File: src/rtl/acc_sched_pkg.sv
// Shared types and helpers for the round-robin accumulate scheduler.
package acc_sched_pkg;

  typedef enum logic [1:0] {StIdle, StBusy, StDone} state_e;

  function automatic int unsigned idx_width(input int unsigned n);
    return (n > 1) ? $clog2(n) : 1;
  endfunction

endpackage

File: src/rtl/rr_arbiter.sv
// Combinational round-robin arbiter: search starts at ptr and wraps from N-1 to 0.
module rr_arbiter
  import acc_sched_pkg::*;
#(
  parameter int unsigned N = 4,
  localparam int unsigned IW = idx_width(N)
) (
  input  logic [N-1:0]  req,
  input  logic [IW-1:0] ptr,
  output logic [N-1:0]  gnt,
  output logic [IW-1:0] gnt_idx,
  output logic          any
);

  logic [IW-1:0] sel;

  always_comb begin
    gnt     = '0;
    gnt_idx = '0;
    any     = 1'b0;
    sel     = '0;
    for (int unsigned i = 0; i < N; i++) begin
      sel = IW'((32'(ptr) + i) % N);
      if (!any && req[sel]) begin
        any      = 1'b1;
        gnt[sel] = 1'b1;
        gnt_idx  = sel;
      end
    end
  end

endmodule

File: src/rtl/acc_scheduler.sv
// Round-robin scheduler sharing one accumulate datapath among N requesters.
// Define ACC_SAT_EN for a saturating adder; default build wraps modulo 2^W.
module acc_scheduler
  import acc_sched_pkg::*;
#(
  parameter int unsigned N = 4,
  parameter int unsigned W = 8,
  localparam int unsigned IW = idx_width(N)
) (
  input  logic            clock,
  input  logic            reset_L,
  input  logic [N-1:0]    req,
  input  logic [N-1:0]    valid,
  input  logic [N-1:0]    last,
  input  logic [N*W-1:0]  data,
  output logic [N-1:0]    grant,
  output logic            done,
  output logic [IW-1:0]   done_id,
  output logic [W-1:0]    result,
  output logic            ovf
);

  state_e        state_q;
  logic [IW-1:0] gidx_q;
  logic [IW-1:0] ptr_q;
  logic [W-1:0]  acc_q;
  logic          ovf_q;

  logic [N-1:0]  arb_gnt;
  logic [IW-1:0] arb_idx;
  logic          arb_any;
  logic [IW-1:0] ptr_next;

  logic          sel_req, sel_valid, sel_last;
  logic [W-1:0]  sel_data;
  logic [W:0]    sum_ext;
  logic          carry;
  logic [W-1:0]  acc_next;

  rr_arbiter #(.N(N)) u_arb (
    .req     (req),
    .ptr     (ptr_q),
    .gnt     (arb_gnt),
    .gnt_idx (arb_idx),
    .any     (arb_any)
  );

  assign ptr_next  = (arb_idx == IW'(N - 1)) ? '0 : arb_idx + 1'b1;
  assign sel_req   = req[gidx_q];
  assign sel_valid = valid[gidx_q];
  assign sel_last  = last[gidx_q];

  always_comb begin
    sel_data = '0;
    for (int unsigned i = 0; i < N; i++) begin
      if (gidx_q == IW'(i)) sel_data = data[i*W +: W];
    end
  end

  assign sum_ext = {1'b0, acc_q} + {1'b0, sel_data};
  assign carry   = sum_ext[W];

`ifdef ACC_SAT_EN
  assign acc_next = carry ? '1 : sum_ext[W-1:0];
`else
  assign acc_next = sum_ext[W-1:0];
`endif

  always_ff @(posedge clock or negedge reset_L) begin
    if (!reset_L) begin
      state_q <= StIdle;
      gidx_q  <= '0;
      ptr_q   <= '0;
      acc_q   <= '0;
      ovf_q   <= 1'b0;
      grant   <= '0;
      done    <= 1'b0;
      done_id <= '0;
      result  <= '0;
      ovf     <= 1'b0;
    end else begin
      done <= 1'b0;
      case (state_q)
        StIdle: begin
          if (arb_any) begin
            grant   <= arb_gnt;
            gidx_q  <= arb_idx;
            ptr_q   <= ptr_next;
            acc_q   <= '0;
            ovf_q   <= 1'b0;
            state_q <= StBusy;
          end
        end
        StBusy: begin
          if (sel_valid) begin
            acc_q <= acc_next;
            ovf_q <= ovf_q | carry;
          end
          // Completion beats a simultaneous req drop.
          if (sel_valid && sel_last) begin
            state_q <= StDone;
            done    <= 1'b1;
            result  <= acc_next;
            done_id <= gidx_q;
            ovf     <= ovf_q | carry;
          end else if (!sel_req) begin
            grant   <= '0;
            state_q <= StIdle;
          end
        end
        StDone: begin
          grant   <= '0;
          state_q <= StIdle;
        end
        default: state_q <= StIdle;
      endcase
    end
  end

endmodule

File: config.mk
export PLATFORM = sky130hd
export DESIGN_NAME = acc_scheduler
export DESIGN_NICKNAME = d
export VERILOG_FILES = /design/src/rtl/acc_sched_pkg.sv /design/src/rtl/rr_arbiter.sv /design/src/rtl/acc_scheduler.sv
export SDC_FILE = /design/constraint.sdc
export NUM_CORES = 1
export LEC_CHECK = 0
export CORE_AREA = 2 2 73 75
export CTS_CLUSTER_SIZE = 30
export DETAILED_ROUTE_END_ITERATION = 10
export DIE_AREA = 0 0 75 77
export GPL_TIMING_DRIVEN = 0
export PLACE_DENSITY = 0.79
export SLEW_MARGIN = 10
export SYNTH_ARGS = -nofsm -noshare
export SYNTH_HDL_FRONTEND = slang
export SYNTH_HIERARCHICAL = 1
export SYNTH_SLANG_ARGS = --single-unit
File: constraint.sdc
create_clock -name clock -period 3.95 [get_ports clock]
set_input_delay 0.9875 -clock clock [delete_from_list [all_inputs] [get_ports clock]]
set_output_delay 0.9875 -clock clock [all_outputs]
set_load 0.01 [all_outputs]
==> results_dict.tcl <==
set metrics [dict create \
    dr.pass1.iters 4 \
    finalClockSkew_ns 0.0102 \
    p_switching_uw 1140 \
    cellLeakagePower_uw 0.00136 \
    status "finished, final reports clean" \
    seq_power_share_pct 20.9 \
    clkLatencyLatePin_ns 0.29 \
    reg2reg_to "ovf_q" \
    syn-num-nets 288 \
    portBuffers 61 \
    post_drt_wl_per_cell_um 14.8 \
    yosys.area.top_type "dfrtp_1" \
    required_ns 4.10 \
    dp_hpwl_um 4230 \
    initial_utilization_pct 47.8 \
    worst_pin_slew_ns 0.686 \
    critical_path_class "input pin to register" \
    rrSetupSlack_ns 0.61 \
    detail-route-antenna-nets 0 \
    drive_gt1_share_pct 16.0 \
    hold_buffers 0 \
    pin_count 62 \
    max-vdd-ir-drop_uv 410 \
    fin_crit_sh_pct 87.1 \
    cts_resized 0 \
    row_count 26 \
    hp-start "result[7]" \
    start_kind "input pin" \
    switching_share_pct 42.9 \
    min_path_cells 2 \
    grt_max_degree 32 \
    period_minus_slack_ns 3.44 \
    fp.dieH_um 77 \
    cap_violations 0 \
    cts_buffers 5 \
    async_flop_share_pct 100 \
    pwr-share-clk_pct 10.6 \
    ys.flop_type "dfrtp_1" \
    utilization_pct 63.9 \
    routed_via_density 5.63 \
    grt_pass1_wl_um 9060 \
    routed-via-count 2044 \
    netlist_area_um2 2380 \
    gr-usage-all-layers_pct 20.3 \
    cts_root_buffer "clkbuf_8" \
    grt_pass1_vias 1946 \
    hold_path.class "register to register" \
    ys_seq_area_share_pct 32.6 \
    overflow 0 \
    synth_warnings 6 \
    antennaDiodeCount 0 \
    core_area_um2 4980 \
    finalSetupTns_ns 0 \
    slew_viol_final 0 \
    crit_path_max_fanout 3 \
    power.density_nw_per_um2 837 \
    slew-limit-headroom_pct 54.3 \
    synth-edff-count 0 \
    setup_viol 0 \
    dieArea_um2 5780 \
    area_growth_pct 33.5 \
    rsz0062_at_grt "no" \
    antenna_found_initial 0 \
    hold_viol_final 0 \
    internal-power_uw 1520 \
    routed_wl_um 5370 \
    cts_buffer_depth 2 \
    fmax_mhz 291 \
    crit_arrival_ns 3.59 \
    tritoncts "built" \
    combPwrFrac_pct 68.5 \
    hold_path_end "result[7]" \
    clkTransAtPathRegs_ns 0.07 \
    place.gp.congestion 0.788 \
    drc_errors 0 \
    nets 356 \
    reg2reg_from "gidx_q[0]" \
    yosys.area.top_type_share_pct 32.6 \
    syn_inst 224 \
    cts.sinks 31 \
    reg2reg_depth 9 \
    synthTopCellsByArea "dfrtp_1, mux4_2, ha_1" \
    ys_ff_latch 31 \
    end_kind "register" \
    cts_setup_buffers 0 \
    htree_levels 2 \
    drtIter0Drc 119 \
    synth_cell_type_count 49 \
    die_w_um 75 \
    avgSynthCellArea_um2 10.6 \
]
stage by stage:
stage	instances	total power, µW	cell area (µm²)	hold WS (ns)	setup slack [ns]
after floorplan	224	1890	2380	0.455	0.876
after global placement	355	2310	3080	0.470	0.281
after CTS	363	2660	3180	0.493	0.537
after detailed placement	355	2370	3070	0.477	0.226
final	363	2660	3180	0.484	0.509
after global routing	363	2890	3180	0.525	0.296
layer usage:
layer / track usage, % / vias to the layer above / part of all wire, %
li1: - / 977 / -
met1: 28.4 / 986 / 44
met4: 5.18 / 0 / 1.7
met5: 0 / - / 0
met3: 4.86 / 10 / 5.2
met2: 31.5 / 71 / 49
cells in the mapped netlist, types with 4 or more instances:
cell type	instances
mux4_2	13
a22oi_1	10
ha_1	17
dfrtp_1	31
nor2b_1	7
nor2_1	10
o21ai_0	21
mux2_4	4
mux2_2	10
a21o_1	4
inv_1	9
nand2_1	22
a21oi_1	7
layout by cell type, fill, tap and decap left out, types with 7 or more instances in the layout:
master,n
clkdlybuf4s50_1,60
mux2_2,10
mux4_2,13
nor2b_1,7
dfrtp_1,31
o21ai_0,21
nor2_1,10
a21oi_1,7
a22oi_1,10
nand2_1,22
ha_1,17
clkbuf_8,7
inv_1,9
worst max-delay path: stages:
cell and delay, ns:
clkdlybuf4s50_1 0.40, mux4_2 0.47, ha_1 0.23, fa_1 0.42, a21o_1 0.19, a221oi_1 0.41, nor2b_1 0.08, o21ai_0 0.27
a211oi_1 0.13
cell type report:
| class | count | area, µm² |
|---|---|---|
| inverter | 10 | 37.5 |
| multi-input combinational | 173 | 1510 |
| sequential | 31 | 776 |
| clock inverter | 1 | 7.51 |
| tap | 70 | 87.6 |
| buffer | 10 | 60.1 |
| clock buffer | 7 | 96.3 |
| timing repair buffer | 61 | 606 |
| fill | 398 | 1800 |
state kept, by name, summed over array words and instances, names as in the netlist:
signal,count
acc_q,8
done,1
done_id,2
gidx_q,2
grant,4
ovf,1
ovf_q,1
ptr_q,2
result,8
state_q,2
worst max-delay path by stage:
stage,cells after the start,start,to,slack (ns)
3_3_place_gp,9,data[24],ovf,0.28
2_1_floorplan,8,data[24],acc_q[6],0.88
3_5_place_dp,9,data[24],ovf_q,0.23
5_1_grt,9,gidx_q[0],ovf_q,0.30
6_report,9,data[24],ovf_q,0.51
4_1_cts,9,data[24],ovf_q,0.54
cell families after synthesis:
family	after synthesis	synth area share (%)
AO/OA/AOI/OAI	61	16.4
flip-flops	31	32.6
AND/OR/NAND/NOR	58	12.7
multiplexers	31	22.6
XOR/XNOR	5	1.84
adder cells (fa/ha/maj)	18	9.77
buffers and inverters	20	4.10
power groups by stage:
stage | Sequential, µW | Combinational [µW] | Clock [µW]
4_1_cts | 558 | 1820 | 285
3_3_place_gp | 557 | 1760 | 0
6_report | 557 | 1820 | 282
3_5_place_dp | 560 | 1810 | 0
2_1_floorplan | 575 | 1310 | 0
5_1_grt | 577 | 2010 | 302
(Power assumes the default switching activity.)
==> variant 1: new RTL, same flow settings <==
Build with the macro `ACC_SAT_EN` defined.
--- a/src/rtl/acc_scheduler.sv
+++ b/src/rtl/acc_scheduler.sv
@@ -1,5 +1,7 @@
 // Round-robin scheduler sharing one accumulate datapath among N requesters.
 // Define ACC_SAT_EN for a saturating adder; default build wraps modulo 2^W.
+`define ACC_SAT_EN
+
 module acc_scheduler
   import acc_sched_pkg::*;
 #(
Check against the original RTL: not equivalent (Yosys sat finds a counterexample within 4 cycles, from zero or initial values and one cycle with reset_L low).
==> variant 1 against the unedited design <==
- register-to-register slack better by 0.03 ns
- clock power down 5%
- cell count down 3.0%
- combinational power up 5%
- total power up 3.6%
- setup slack worse by 0.17 ns
- sequential cell count unchanged
- routed wire length up 0.32%
- sequential share of layout area about the same
- synthesized area down 0.11%
- cell area down 0.20%
- fmax down 4.8%
- critical endpoint is now result[3]$_DFFE_PN0P_
- highest routed layer unchanged
==> variant 1: results (changes against the unedited design) <==
| Metric | Value |
|---|---|
| Worst r2r path cells | 10 (+1) |
| Detailed-route vias per instance | 5.705 (+1.3%) |
| Signal buffers | 70 (-1.4%) |
| CTS H-Tree Depth | 2 (unchanged) |
| Internal power | 1.581 mW (+4.0%) |
| Worst VDD drop | 0.4253 mV (+3.7%) |
| Worst Setup EP | result[3]$_DFFE_PN0P_ |
| Reg2reg start | gidx_q[0]$_DFFE_PN0P_ |
| Filler cell count | 415 (+4.3%) |
| Min-delay src | ovf_q$_DFFE_PN0P_ |
| Global-route wire length before repair | 9052 um (about the same) |
| CP max stage delay | 0.49 ns (+0.02 ns) |
| Static Leak | 1.340 nW (-1.4%) |
| Hold endpoint | ovf$_DFFE_PN0P_ |
| Worst-case hold slack | 0.4886 ns (+0.004197 ns) |
| Gate power share | 0.695 (+0.010) |
| Vias in the first global route | 1913 (-1.7%) |
| Post-Syn Area | 2379 sq um (-0.11%) |
| Layout cell share with drive strength beyond 1 | 0.1596 (-0.0008351) |
| CP arrival | 3.78 ns (+0.19 ns) |
| GRT Total Usage | 0.2007 (-0.002359) |
| Peak fanout along the critical path | 9 (+6) |
| Multi-input combinational area share | 0.4659 (-0.008532) |
| Non-clock inverter total of the final layout | 16 (+6) |
| Worst setup path startpoint | data[0] |
| Layout net count | 345 (-3.1%) |
| Synthesized Nets | 277 (-3.8%) |
| Seq area share | 0.2446 (+0.0004818) |
| DP Cell Count | 344 (-3.1%) |
| Post-synthesis sequential area ratio | 0.3261 (+0.0003428) |
| Setup WS pre-CTS | 0.06570 ns (-0.1603 ns) |
| Hold path depth | 1 (-1) |
| Reg power frac | 0.208 |
| PortBufs | 61 (unchanged) |
| Sw power | 1.176 mW (+3.1%) |
| Worst skew pair latency | 0.28 ns |
| Via Count | 2008 (-1.8%) |
| Synth top area cells | dfrtp_1, mux4_2, ha_1, mux2_2, a22o_1 |
| Reg-to-reg slack, setup | 0.64 ns (+0.03 ns) |
| NonClk Buf Share | 0.2114 (+0.001991) |
| Multi-input gate count | 157 (-9.2%) |
| Area after DPL | 3072 sq um (about the same) |
| Post-synthesis instance total | 213 (-4.9%) |
| R2R Path End | result[3]$_DFFE_PN0P_ |
| Final Worst Setup Slack | 0.3350 ns (-0.1738 ns) |
| Top cells by count, synth | dfrtp_1, ha_1, inv_1 |
| Status | completed |
| # clk buffers | 8 (+1) |
| Hpwl dp | 4172 um (-1.5%) |
| GPL Wtd Cong | 0.8895 (+13%) |
| Clock-cell share of area | 0.03156 (-0.001119) |
| CP delay by family, top | compound AO/OA/AOI/OAI gates |
| Tightest Pin Transition | 0.6985 ns (+0.01288 ns) |
| Seq Cell Count | 31 (unchanged) |
| Drt first-iter violations | 57 (-52%) |
| Layout Skew | 0.005056 ns (-0.005147 ns) |
| Per-cell routed wire length | 15.30 um (+3.5%) |
==> variant 1: cell count changes in the layout (fill, tap and decap cells not counted), moves of 4 or more <==
| cell | before | now |
|---|---|---|
| a21oi_1 | 7 | 3 |
| a22o_1 | 0 | 8 |
| inv_1 | 9 | 16 |
| mux2_4 | 4 | 0 |
| nand2_1 | 22 | 6 |
| nor2b_1 | 7 | 3 |
| o21ai_0 | 21 | 13 |
==> variant 1: kinds of logic after synthesis <==
kind of cell,count (synthesis),synth area share
mux,28,0.2057
xor+xnor,1,0.003683
simple gates,47,0.1178
flops,31,0.3261
buf+inv,25,0.05260
compound gates,63,0.1962
fa+ha+maj,18,0.09784
==> variant 1: metal layers <==
| layer | wire, um | vias to the layer above | global-route usage |
|---|---|---|---|
| met2 | 2583 | 58 | 0.3088 |
| met3 | 217 | 7 | 0.03679 |
| met4 | 48 | 0 | 0.04821 |
| li1 | - | 961 | - |
| met5 | 0 | - | 0 |
| met1 | 2538 | 982 | 0.2910 |
==> variant 2: new RTL, same flow settings <==
Without the edit above. Register the output `ovf` once more, with the module's reset; this adds one clock of latency there. The other outputs are not delayed to match.
--- a/src/rtl/acc_scheduler.sv
+++ b/src/rtl/acc_scheduler.sv
@@ -19,6 +19,8 @@
   output logic [W-1:0]    result,
   output logic            ovf
 );
+
+  logic ovf_s0;
 
   state_e        state_q;
   logic [IW-1:0] gidx_q;
@@ -77,7 +79,7 @@
       done    <= 1'b0;
       done_id <= '0;
       result  <= '0;
-      ovf     <= 1'b0;
+      ovf_s0  <= 1'b0;
     end else begin
       done <= 1'b0;
       case (state_q)
@@ -102,7 +104,7 @@
             done    <= 1'b1;
             result  <= acc_next;
             done_id <= gidx_q;
-            ovf     <= ovf_q | carry;
+            ovf_s0  <= ovf_q | carry;
           end else if (!sel_req) begin
             grant   <= '0;
             state_q <= StIdle;
@@ -117,5 +119,13 @@
     end
   end
 
+  always_ff @(posedge clock or negedge reset_L) begin
+    if (!reset_L) begin
+      ovf <= '0;
+    end else begin
+      ovf <= ovf_s0;
+    end
+  end
+
 endmodule
 
Check against the original RTL: not equivalent (Yosys sat finds a counterexample within 4 cycles, from zero or initial values and one cycle with reset_L low).
==> variant 2 against the unedited design <==
- setup slack better by 0.021 ns
- cell area about the same
- clock skew is 0.0077 ns lower
- via count decreased by 1.8%
- highest routed layer unchanged
- total power shrank 1.9%
- routed wire length fell by 1.6%
- synthesized area up 1.1%
- critical path type unchanged
- sequential cell count is 1 higher
- sequential share of layout area is 0.80 points higher
==> variant 2: results (changes against the unedited design) <==
| Metric | Value |
|---|---|
| CTS Buf Count | 5 (unchanged) |
| Layout Skew | 0.002470 ns (-0.007733 ns) |
| Post-synthesis instance total | 225 (+0.45%) |
| Detailed-route vias per instance | 5.529 (-1.8%) |
| Global-route wire length before repair | 8976 um (-0.92%) |
| R2R Path End | acc_q[6]$_DFFE_PN0P_ |
| Layout cell share with drive strength beyond 1 | 0.1536 (-0.006826) |
| Worst VDD drop | 0.4448 mV (+8.5%) |
| Hpwl dp | 4188 um (-1.1%) |
| Post-Route WL | 5286 um (-1.6%) |
| Post-synthesis sequential area ratio | 0.3328 (+0.007012) |
| GPL Wtd Cong | 0.7869 (-0.15%) |
| Worst-case hold slack | 0.3799 ns (-0.1045 ns) |
| Hold path depth | 0 (-2) |
| Area after DPL | 3099 sq um (+0.81%) |
| Setup WS pre-CTS | 0.2758 ns (+0.04981 ns) |
| GRT Total Usage | 0.2039 (+0.0007985) |
| Synthesized Nets | 289 (+0.35%) |
| Top cells by count, synth | dfrtp_1, nand2_1, o21ai_0 |
| Peak fanout along the critical path | 3 (unchanged) |
| Synth top area cells | dfrtp_1, mux4_2, ha_1, mux2_2, o21ai_0 |
| Clock period minus worst slack | 3.421 ns (-0.02063 ns) |
| Initial antenna violation count | 0 (unchanged) |
| Normalized max-slew margin | 0.5185 (-0.02442) |
| Drt first-iter violations | 94 (-21%) |
| CP arrival | 3.58 ns (about the same) |
| Kind of critical path | in -> reg |
| Static Leak | 1.361 nW (+0.16%) |
| Vias in the first global route | 1912 (-1.7%) |
| Largest net degree at the start of global routing | 33 (+3.1%) |
| Status | completed |
variant 2: layout make-up:
type                    count  area, sq um
flip-flops and latches     32        800.8
well taps                  70        87.58
repair buffers             61        605.6
inverters                  10        37.54
multi-input cells         173         1508
plain buffers              10        60.06
clock buffers               6        72.57
fillers                   411         1800
clock inverters             1        5.005
variant 2: routing by layer:
layer,vias up,part of all wire,GRT usage
met5,-,0,0
met4,0,0.016,0.06786
met3,6,0.040,0.04993
met2,41,0.49,0.3184
met1,983,0.45,0.2742
li1,977,-,-
variant 2: power by group:
part / internal (mW) / leakage, nW / switching, mW
logic: 0.898 / 0.918 / 0.907
registers: 0.477 / 0.402 / 0.0955
clock network: 0.119 / 0.0410 / 0.112
variant 2: how the worst min path moves through the flow:
stage | from | end
4_1_cts | ovf_s0$_DFFE_PN0P_ | ovf$_DFF_PN0_
6_report | ovf_s0$_DFFE_PN0P_ | ovf$_DFF_PN0_
3_3_place_gp | ovf_s0$_DFFE_PN0P_ | ovf$_DFF_PN0_
3_5_place_dp | ovf_s0$_DFFE_PN0P_ | ovf$_DFF_PN0_
2_1_floorplan | ovf_s0$_DFFE_PN0P_ | ovf$_DFF_PN0_
5_1_grt | ovf_s0$_DFFE_PN0P_ | ovf$_DFF_PN0_
variant 2: cells by family after synthesis:
group,synth area share
flops,0.3328
xor+xnor,0.01820
fa+ha+maj,0.09672
simple gates,0.1253
buf+inv,0.04056
compound gates,0.1628
mux,0.2236
variant 2: worst max-delay path, stage by stage:
cell and delay [ns]:
clkdlybuf4s50_1 0.39, mux4_2 0.46, ha_1 0.24, fa_1 0.42, a21o_1 0.20, a221oi_1 0.38, xor2_1 0.25, o21bai_1 0.15
nand3_1 0.09
